===== src/rtl/bin2bcd_digit_streamer_if.sv =====
// Handshake bundle between the binary-to-BCD digit streamer and its
// neighbours: the request side (Start/Bin_in/Busy/Overflow) and the
// per-digit stream side (Digit_out/Digit_valid/Digit_ready/Digit_idx/Last).
// The slave modport is the streamer itself; the master modport is whatever
// issues requests and consumes digits.
interface bin2bcd_digit_streamer_if #(
    parameter int BIN_W  = 27,
    parameter int DIGITS = 8
);
    localparam int IDX_W = (DIGITS > 1) ? $clog2(DIGITS) : 1;

    logic             Start;
    logic [BIN_W-1:0] Bin_in;
    logic             Busy;
    logic [3:0]       Digit_out;
    logic             Digit_valid;
    logic             Digit_ready;
    logic [IDX_W-1:0] Digit_idx;
    logic             Last;
    logic             Overflow;

    modport master (
        output Start, Bin_in, Digit_ready,
        input  Busy, Digit_out, Digit_valid, Digit_idx, Last, Overflow
    );

    modport slave (
        input  Start, Bin_in, Digit_ready,
        output Busy, Digit_out, Digit_valid, Digit_idx, Last, Overflow
    );
endinterface


===== src/rtl/bin2bcd_digit_streamer.sv =====
// Binary-to-BCD digit streamer for the frequency meter display path.
// A captured binary value is converted with a sequential shift-add-3
// (double-dabble) engine, one bit per cycle, then the BCD digits are
// streamed most-significant first over a valid/ready handshake.
// Values above 10^DIGITS-1 raise Overflow and stream as all nines, so the
// downstream ASCII converter only ever sees decimal codes.
//
// Optional build macro: BCD_LZ_SUPPRESS_EN
//   defined   - the stream starts at the highest non-zero digit (value 0
//               emits a single 0 at index 0); overflow still emits all nines.
//   undefined - all DIGITS digits are emitted, leading zeros included.
module bin2bcd_digit_streamer #(
    parameter int BIN_W  = 27,
    parameter int DIGITS = 8
) (
    input logic                     CLK,
    input logic                     RST_N,
    bin2bcd_digit_streamer_if.slave bus
);

    localparam int IDX_W = (DIGITS > 1) ? $clog2(DIGITS) : 1;
    localparam int BCD_W = 4 * DIGITS;
    localparam int SR_W  = BCD_W + BIN_W;
    localparam int CNT_W = $clog2(BIN_W + 1);

    localparam logic [CNT_W-1:0] LAST_STEP = CNT_W'(BIN_W - 1);
    localparam logic [IDX_W-1:0] TOP_IDX   = IDX_W'(DIGITS - 1);

    // Largest value representable in DIGITS decimal digits.
    function automatic logic [63:0] max_value(input int n);
        logic [63:0] p;
        p = 64'd1;
        for (int i = 0; i < n; i++) begin
            p = p * 64'd10;
        end
        return p - 64'd1;
    endfunction

    localparam logic [63:0] MAX_VAL = max_value(DIGITS);

    // Pick one BCD nibble out of the packed digit field.
    function automatic logic [3:0] digit_at(input logic [BCD_W-1:0] bcd,
                                            input logic [IDX_W-1:0] idx);
        return bcd[4*int'(idx) +: 4];
    endfunction

    typedef enum logic [1:0] {
        IDLE,
        SHIFT,
        SEND
    } state_t;

    state_t           state;
    logic [SR_W-1:0]  sreg;        // {BCD digits, binary bits being shifted out}
    logic [SR_W-1:0]  sreg_step;
    logic [CNT_W-1:0] step_cnt;
    logic [BCD_W-1:0] bcd_send;
    logic [IDX_W-1:0] first_idx;
    logic [IDX_W-1:0] next_idx;

    logic             busy_q;
    logic             valid_q;
    logic [3:0]       digit_q;
    logic [IDX_W-1:0] idx_q;
    logic             last_q;
    logic             ovf_q;

    // One double-dabble step: add 3 to every BCD nibble >= 5, then shift left.
    always_comb begin
        // NOTE: full default before the conditional updates, so no path leaves
        // sreg_step unassigned and no latch is inferred.
        sreg_step = sreg;
        for (int i = 0; i < DIGITS; i++) begin
            if (sreg[BIN_W + 4*i +: 4] >= 4'd5) begin
                sreg_step[BIN_W + 4*i +: 4] = sreg[BIN_W + 4*i +: 4] + 4'd3;
            end
        end
        sreg_step = sreg_step << 1;
    end

    // Digits to stream: the converted value, or all nines on overflow.
    always_comb begin
        bcd_send = ovf_q ? {DIGITS{4'd9}} : sreg[SR_W-1:BIN_W];
    end

`ifdef BCD_LZ_SUPPRESS_EN
    // Start at the highest non-zero digit; an all-zero value starts at 0.
    always_comb begin
        first_idx = '0;
        for (int i = 1; i < DIGITS; i++) begin
            if (bcd_send[4*i +: 4] != 4'd0) begin
                first_idx = IDX_W'(i);
            end
        end
    end
`else
    // Every digit is sent, so the stream always starts at the top digit.
    assign first_idx = TOP_IDX;
`endif

    assign next_idx = idx_q - IDX_W'(1);

    // Control FSM: capture, BIN_W shift-add-3 steps, then the digit stream.
    // SEND spends its first cycle loading the first digit, so the first
    // valid digit appears BIN_W+1 edges after the accepted Start.
    always_ff @(posedge CLK or negedge RST_N) begin
        if (!RST_N) begin
            // NOTE: the shift register is an ordinary datapath register, not a
            // memory array, so it is cleared with the rest of the state.
            state    <= IDLE;
            sreg     <= '0;
            step_cnt <= '0;
            busy_q   <= 1'b0;
            valid_q  <= 1'b0;
            digit_q  <= 4'd0;
            idx_q    <= '0;
            last_q   <= 1'b0;
            ovf_q    <= 1'b0;
        end else begin
            // NOTE: non-blocking assignments throughout, so every register
            // samples the pre-edge value of every other register.
            case (state)
                IDLE: begin
                    if (bus.Start) begin
                        sreg     <= {{BCD_W{1'b0}}, bus.Bin_in};
                        ovf_q    <= (64'(bus.Bin_in) > MAX_VAL);
                        step_cnt <= '0;
                        busy_q   <= 1'b1;
                        state    <= SHIFT;
                    end
                end

                SHIFT: begin
                    sreg     <= sreg_step;
                    step_cnt <= step_cnt + CNT_W'(1);
                    if (step_cnt == LAST_STEP) begin
                        state <= SEND;
                    end
                end

                SEND: begin
                    if (!valid_q) begin
                        // Entry cycle: commit saturation and present the first digit.
                        sreg[SR_W-1:BIN_W] <= bcd_send;
                        idx_q              <= first_idx;
                        digit_q            <= digit_at(bcd_send, first_idx);
                        last_q             <= (first_idx == '0);
                        valid_q            <= 1'b1;
                    end else if (bus.Digit_ready) begin
                        if (last_q) begin
                            valid_q <= 1'b0;
                            busy_q  <= 1'b0;
                            state   <= IDLE;
                        end else begin
                            idx_q   <= next_idx;
                            digit_q <= digit_at(bcd_send, next_idx);
                            last_q  <= (next_idx == '0);
                        end
                    end
                end

                default: begin
                    state <= IDLE;
                end
            endcase
        end
    end

    assign bus.Busy        = busy_q;
    assign bus.Digit_out   = digit_q;
    assign bus.Digit_valid = valid_q;
    assign bus.Digit_idx   = idx_q;
    assign bus.Last        = last_q;
    assign bus.Overflow    = ovf_q;

endmodule


===== src/flat_wrapper.sv =====
// flat-port wrapper written by rule: the top's interface ports become plain ports
module bin2bcd_digit_streamer_flat 
#(
    parameter int BIN_W  = 27,
    parameter int DIGITS = 8
)
  (CLK, RST_N, bus_Start, bus_Bin_in, bus_Digit_ready, bus_Busy, bus_Digit_out, bus_Digit_valid, bus_Digit_idx, bus_Last, bus_Overflow);
  bin2bcd_digit_streamer_if #(.BIN_W(BIN_W), .DIGITS(DIGITS)) bus_i ();
  input logic CLK;
  input logic RST_N;
  input wire logic [$bits(bus_i.Start)-1:0] bus_Start;
  input wire logic [$bits(bus_i.Bin_in)-1:0] bus_Bin_in;
  input wire logic [$bits(bus_i.Digit_ready)-1:0] bus_Digit_ready;
  output wire logic [$bits(bus_i.Busy)-1:0] bus_Busy;
  output wire logic [$bits(bus_i.Digit_out)-1:0] bus_Digit_out;
  output wire logic [$bits(bus_i.Digit_valid)-1:0] bus_Digit_valid;
  output wire logic [$bits(bus_i.Digit_idx)-1:0] bus_Digit_idx;
  output wire logic [$bits(bus_i.Last)-1:0] bus_Last;
  output wire logic [$bits(bus_i.Overflow)-1:0] bus_Overflow;
  assign bus_i.Start = bus_Start;
  assign bus_i.Bin_in = bus_Bin_in;
  assign bus_i.Digit_ready = bus_Digit_ready;
  assign bus_Busy = bus_i.Busy;
  assign bus_Digit_out = bus_i.Digit_out;
  assign bus_Digit_valid = bus_i.Digit_valid;
  assign bus_Digit_idx = bus_i.Digit_idx;
  assign bus_Last = bus_i.Last;
  assign bus_Overflow = bus_i.Overflow;
  bin2bcd_digit_streamer #(.BIN_W(BIN_W), .DIGITS(DIGITS)) u_core (.CLK(CLK), .RST_N(RST_N), .bus(bus_i));
endmodule

===== config.mk =====
export PLATFORM = sky130hd
export DESIGN_NAME = bin2bcd_digit_streamer_flat
export DESIGN_NICKNAME = d
export VERILOG_FILES = /design/src/rtl/bin2bcd_digit_streamer_if.sv /design/src/rtl/bin2bcd_digit_streamer.sv /design/src/flat_wrapper.sv
export SDC_FILE = /design/constraint.sdc
export NUM_CORES = 1
export LEC_CHECK = 0
export ABC_CLOCK_PERIOD_IN_PS = 3400
export CORE_MARGIN = 2
export CORE_UTILIZATION = 42
export DETAILED_ROUTE_END_ITERATION = 12
export GPL_TIMING_DRIVEN = 0
export PLACE_DENSITY_LB_ADDON = 0.08
export SYNTH_ARGS = -nofsm -noshare
export SYNTH_HDL_FRONTEND = slang
export SYNTH_SLANG_ARGS = --single-unit

===== constraint.sdc =====
create_clock -name CLK -period 3.4 [get_ports CLK]
set_clock_uncertainty 0.05 [all_clocks]
set_input_delay 0.85 -clock CLK [delete_from_list [all_inputs] [get_ports CLK]]
set_output_delay 0.85 -clock CLK [all_outputs]
set_load 0.01 [all_outputs]

## Word level (Yosys, flattened, before mapping)

Index checks and enable logic that the tools add are counted.

- Register bits after elaboration: 77
- Output and inout bits: 11
- Word-level logic and storage cells: 91

- Add/sub/neg operators: 10
- $lt $le $gt $ge: 9
- Equality and inequality tests: 11
- Shifts and indexed selects: 1
- Mux-type cells: 38
- Reduce and logical (&&, ||, !) cells: 12

Operator list:

| cell | count |
|---|---|
| 32-bit one-hot mux with 3 select lines | 1 |
| 32-bit 2-to-1 mux | 2 |
| 59-bit 2-to-1 mux | 1 |
| 27-bit one-hot mux with 2 select lines | 1 |
| 4-bit 2-to-1 mux | 10 |
| 4-bit by 3-bit greater-or-equal comparator with 1-bit output, second input constant | 8 |
| 32-bit by 6-bit variable part select with 4-bit output | 1 |
| 4-bit by 2-bit adder with 4-bit output, second input constant | 7 |
| 27-bit > comparator, second input constant | 1 |
| 3-bit 2-to-1 mux | 4 |
| 1-bit 2-to-1 mux | 10 |
| 2-bit 2-to-1 mux | 5 |
| 2-bit != test, second input constant | 5 |
| 5-bit one-hot mux with 2 select lines | 1 |
| 5-bit AND reduction | 2 |
| 2-bit by 1-bit != test with 1-bit output, second input constant | 3 |
| 2-bit one-hot mux with 3 select lines | 1 |
| 2-bit AND reduction | 3 |
| 3-bit AND reduction | 2 |
| 5-bit by 1-bit adder with 5-bit output, second input constant | 1 |
| 5-bit equality test, second input constant | 1 |
| 5-bit 2-to-1 mux | 1 |
| 2-bit nonzero test | 2 |
| 3-bit by 2-bit adder with 3-bit output, second input constant | 1 |
| 7 further kinds | 7 |

## Depth between registers and ports, before layout

- Depth after elaboration: 5
- Gate-level depth with buffers: 8
- Mapped depth without buffers: 6

## Worst setup path after synthesis

OpenSTA, ideal clock, no wires.

- Path kind: register -> register
- From: register u_core.idx_q[0], in the netlist u_core.bus.Digit_idx[0]
- To: register u_core.digit_q[2], in the netlist u_core.bus.Digit_out[2]
- Arrival: 2031 ps
- Path slack: 1180 ps
- Cell stages (with the launch flop): 9
- Path buffers: 2
- Clock period less this slack: 2220 ps
- Cells stage by stage: dfrtp_1 buf_6 inv_1 ha_1 buf_2 mux4_2 mux2_2 nand2_1 o221ai_1

- Longest elaborated chain between the ends: 5

RTL lines:

| item | line | RTL |
|---|---|---|
| start, declared | bin2bcd_digit_streamer.sv:64 | `logic [IDX_W-1:0] idx_q;` |
| start signal, assigned | bin2bcd_digit_streamer.sv:145 | `idx_q <= first_idx;` |
| start signal, assigned | bin2bcd_digit_streamer.sv:155 | `idx_q <= next_idx;` |
| 3-bit by 1-bit subtractor with 3-bit output | bin2bcd_digit_streamer.sv:101 | `assign next_idx = idx_q - IDX_W'(1);` |
| 32-bit by 6-bit variable part select with 4-bit output | bin2bcd_digit_streamer.sv:44 | `return bcd[4*int'(idx) +: 4];` |
| 4-bit 2-to-1 mux | bin2bcd_digit_streamer.sv:150 | `if (last_q) begin` |
| 4-bit 2-to-1 mux | bin2bcd_digit_streamer.sv:149 | `end else if (bus.Digit_ready) begin` |
| 4-bit 2-to-1 mux | bin2bcd_digit_streamer.sv:142 | `if (!valid_q) begin` |
| end signal, assigned | bin2bcd_digit_streamer.sv:146 | `digit_q <= digit_at(bcd_send, first_idx);` |
| end signal, assigned | bin2bcd_digit_streamer.sv:156 | `digit_q <= digit_at(bcd_send, next_idx);` |
| end, declared | bin2bcd_digit_streamer.sv:63 | `logic [3:0] digit_q;` |

Every way passes these cells. The select of a mux whose other input is x is not followed.
A chain may end at the register's enable or synchronous reset.

## Worst setup path after layout

- From: input port bus_Start
- To: register u_core.sreg[55]

- Longest elaborated chain between the ends: 2

RTL lines:

| item | line | RTL |
|---|---|---|
| start, declared | flat_wrapper.sv:11 | `input wire logic [$bits(bus_i.Start)-1:0] bus_Start;` |
| 2-bit != test (no source line) | n/a |  |
| 3-bit AND reduction (no source line) | n/a |  |
| end signal, assigned | bin2bcd_digit_streamer.sv:125 | `sreg <= {{BCD_W{1'b0}}, bus.Bin_in};` |
| end signal, assigned | bin2bcd_digit_streamer.sv:134 | `sreg <= sreg_step;` |
| end signal, assigned by index | bin2bcd_digit_streamer.sv:144 | `sreg[SR_W-1:BIN_W] <= bcd_send;` |
| end, declared | bin2bcd_digit_streamer.sv:54 | `logic [SR_W-1:0] sreg;` |

Every way passes these cells.

==> metrics <==
outcome finished, final reports clean; full die area 11800 sq um; critical path startpoint category input pin; vias post-DR 3650; Total Wirelength 11000 microns; GPL Wtd Cong 0.803; Max Cap Viol 0; first-pass GRT wire length 18300 microns; number of library cell types mapped by synthesis 51; Mapped Area 4610 sq um; number of synthesized flops with an enable pin 0; Final Non-Filler Cells 656; Pwr Density 678 nW/um^2; initial antenna violation count 0; number of buffers created by CTS 9; hold_buf cts 0; postcts setup bufs 0; placed cell count 640; DP Worst Slack 0.428 ns; vias in the first global route 3635; initial DRC count 186; CP required 3.60 ns; WS Path Type in2reg; metal1 wirelength 5030 microns; Setup Total Neg Slack 0 ns; Post-DP HPWL 7950 microns; pin count of the biggest net entering global routing 43; DRC 0; slowest stage delay, CP 0.93 ns; core area 10800 sq um; Synth Area in Simple Gates 11.9%; setup ws final 0.795 ns; Synth Net Count 512; fin nets 565; most frequent cells after synthesis 77 x dfrtp_1, 64 x o21ai_0, 34 x nand2_1, 29 x inv_1, 28 x mux2i_1; Met2 Wirelength 5380 microns; CTS Buffer Depth 2; post-synthesis xor/xnor area fraction 3.42%; CTS sink cnt 77; Post-Syn Instances 458; largest family of logic cells by synthesized area compound AO/OA/AOI/OAI gates; Antenna Nets Post-Route 0; top post-synthesis cells by area dfrtp_1 42%, o21ai_0 7.0%, ha_1 6.2%, mux2i_1 6.1%, mux4_2 3.9%; Most used DFF post-synth dfrtp_1; Worst EP arrival 2.81 ns; Fmax 384 MHz; Rel. slew slack 22.0%; CTS clk-pin slew, worst paths 0.08 ns; CTS tree done; Worst IR Drop VDD 0.000356 V; crit end category flip-flop; Yosys top cell area share 41.8%; post-route cell area 5390 sq um; Initial Util 42.7%; CP max FO 7; I/O pin total 42; met3 WL 438 microns; highest metal layer with signal wires met4; post-synthesis adder-cell area fraction 6.25%; root buffer cell clkbuf_8; DIE WIDTH 109 microns; Yosys warnings 0; Worst-Skew Late Latency 0.36 ns; # setup viols final 0; Routed wire per std cell 16.8 microns; worst min path class in2async; sequential area share after synthesis 41.8%; grt ovf 0; syn avg cell area 10.1 sq um; share of cells above drive strength 1 9.88%; leak pwr 0.00227 uW; Worst path slowest cell nor3_1; complex-gate fraction of the synthesized area 19.3%; Synth area leader dfrtp_1; standard-cell rows 38; Final Hold Fails 0; Tcrit/Tclk final 76.6%; Die Span Y 109 microns; post-synthesis mux area share 12.4%; Cell Chain, Critical Path clkdlybuf4s50_1 > nor2b_2 > nor3_1 > o32a_1 > nor2_1; DRT Pass-1 Iters 4; drt via density 5.56; most common cell in the netlist dfrtp_1; FFs w/ async S/R, synth 100%; RSZ-0062 raised after global routing false; final max-slew violation count 0; post-synthesis register bit count 77; gr usage total 20.3%; Placed Area 5220 sq um; antenna fix cells 0; Layout area overhead 17.0%; H-tree Lvls 3; fin crit period 2.61 ns; post-CTS sizing 0; number of port buffers 41; worst slew pin tran 1.16 ns
registers in the layout, summed over array words and instances (netlist names):
register	flops
u_core.bus.Overflow	1
u_core.bus.Busy	1
u_core.step_cnt	5
u_core.bus.Last	1
u_core.state	2
u_core.bus.Digit_idx	3
u_core.bus.Digit_out	4
u_core.sreg	59
u_core.bus.Digit_valid	1
cell families after synthesis:
logic type / count (synthesis)
AO/OA/AOI/OAI: 141
XOR/XNOR: 18
adder cells (fa/ha/maj): 23
buffers and inverters: 51
flip-flops: 77
multiplexers: 46
AND/OR/NAND/NOR: 102
power by group:
group	switching (uW)	internal, uW	total [uW]
Clock	330	306	636
Sequential	226	1180	1400
Combinational	949	666	1610
Total	1500	2150	3650
path summary, 6_finish.rpt:
kind | start | endpoint | slack [ns] | cells past startpoint
setup / recovery | bus_Start | u_core.sreg[55] | 0.79 | 5
hold / removal | RST_N | u_core.sreg[39] | 0.41 | 1
setup reg to reg | u_core.bus.Digit_idx[0] | u_core.bus.Digit_out[1] | 0.93 | 8
hold reg to reg | u_core.sreg[25] | u_core.sreg[25] | 0.43 | 2
max in group asynchronous | RST_N | u_core.state[1] | 2.30 | 2
min in group CLK | u_core.sreg[25] | u_core.sreg[25] | 0.43 | 2
critical path, delay by kind of cell:
kind | cells | cell delay (ns)
simple gates | 3 | 1.07
compound gates | 1 | 0.30
buf+inv | 1 | 0.58
cells in the final DEF, fill, tap and decap left out, drive strengths merged, types with 3 or more instances in the layout:
| master | Yosys | layout |
|---|---|---|
| a211oi | 4 | 4 |
| mux4 | 8 | 8 |
| nor2 | 20 | 20 |
| a31oi | 3 | 3 |
| a22o | 9 | 9 |
| ha | 23 | 23 |
| a21oi | 22 | 22 |
| a311oi | 3 | 3 |
| nand4b | 3 | 3 |
| a21o | 4 | 4 |
| xor2 | 5 | 5 |
| nand2 | 34 | 34 |
| nand4 | 3 | 3 |
| clkbuf | 8 | 23 |
| buf | 14 | 16 |
| o32a | 4 | 4 |
| xnor2 | 13 | 13 |
| inv | 29 | 29 |
| mux2i | 28 | 28 |
| o21ai | 65 | 65 |
| nand3 | 6 | 6 |
| mux2 | 10 | 10 |
| nor2b | 3 | 3 |
| nor3 | 4 | 4 |
| dfrtp | 77 | 77 |
| nor3b | 9 | 9 |
| clkdlybuf4s50 | 0 | 40 |
| o2bb2ai | 16 | 16 |
| nand2b | 11 | 11 |
layout make-up:
type	count	area, sq um
Buffer	22	114
Clock buffer	15	166
Clock inverter	1	5.00
Fill cell	1023	5400
Inverter	29	109
Multi-Input combinational cell	330	2460
Sequential cell	77	1930
Tap cell	140	175
Timing Repair Buffer	42	435
routing by layer:
| metal | GRT usage [%] | vias to the layer above |
|---|---|---|
| li1 | - | 1766 |
| met1 | 26.2 | 1802 |
| met2 | 33.6 | 67 |
| met3 | 3.95 | 15 |
| met4 | 8.24 | 0 |
| met5 | 0 | - |
stage by stage:
step | util [%] | hold WS [ns] | power, uW
after global routing | 49.9 | 0.435 | 3960
final | 49.9 | 0.407 | 3650
after global placement | 48.1 | 0.413 | 2990
after floorplan | - | 0.392 | 2550
after detailed placement | 48.3 | 0.420 | 3040
after CTS | 49.9 | 0.418 | 3690
(Power assumes the default switching activity.)
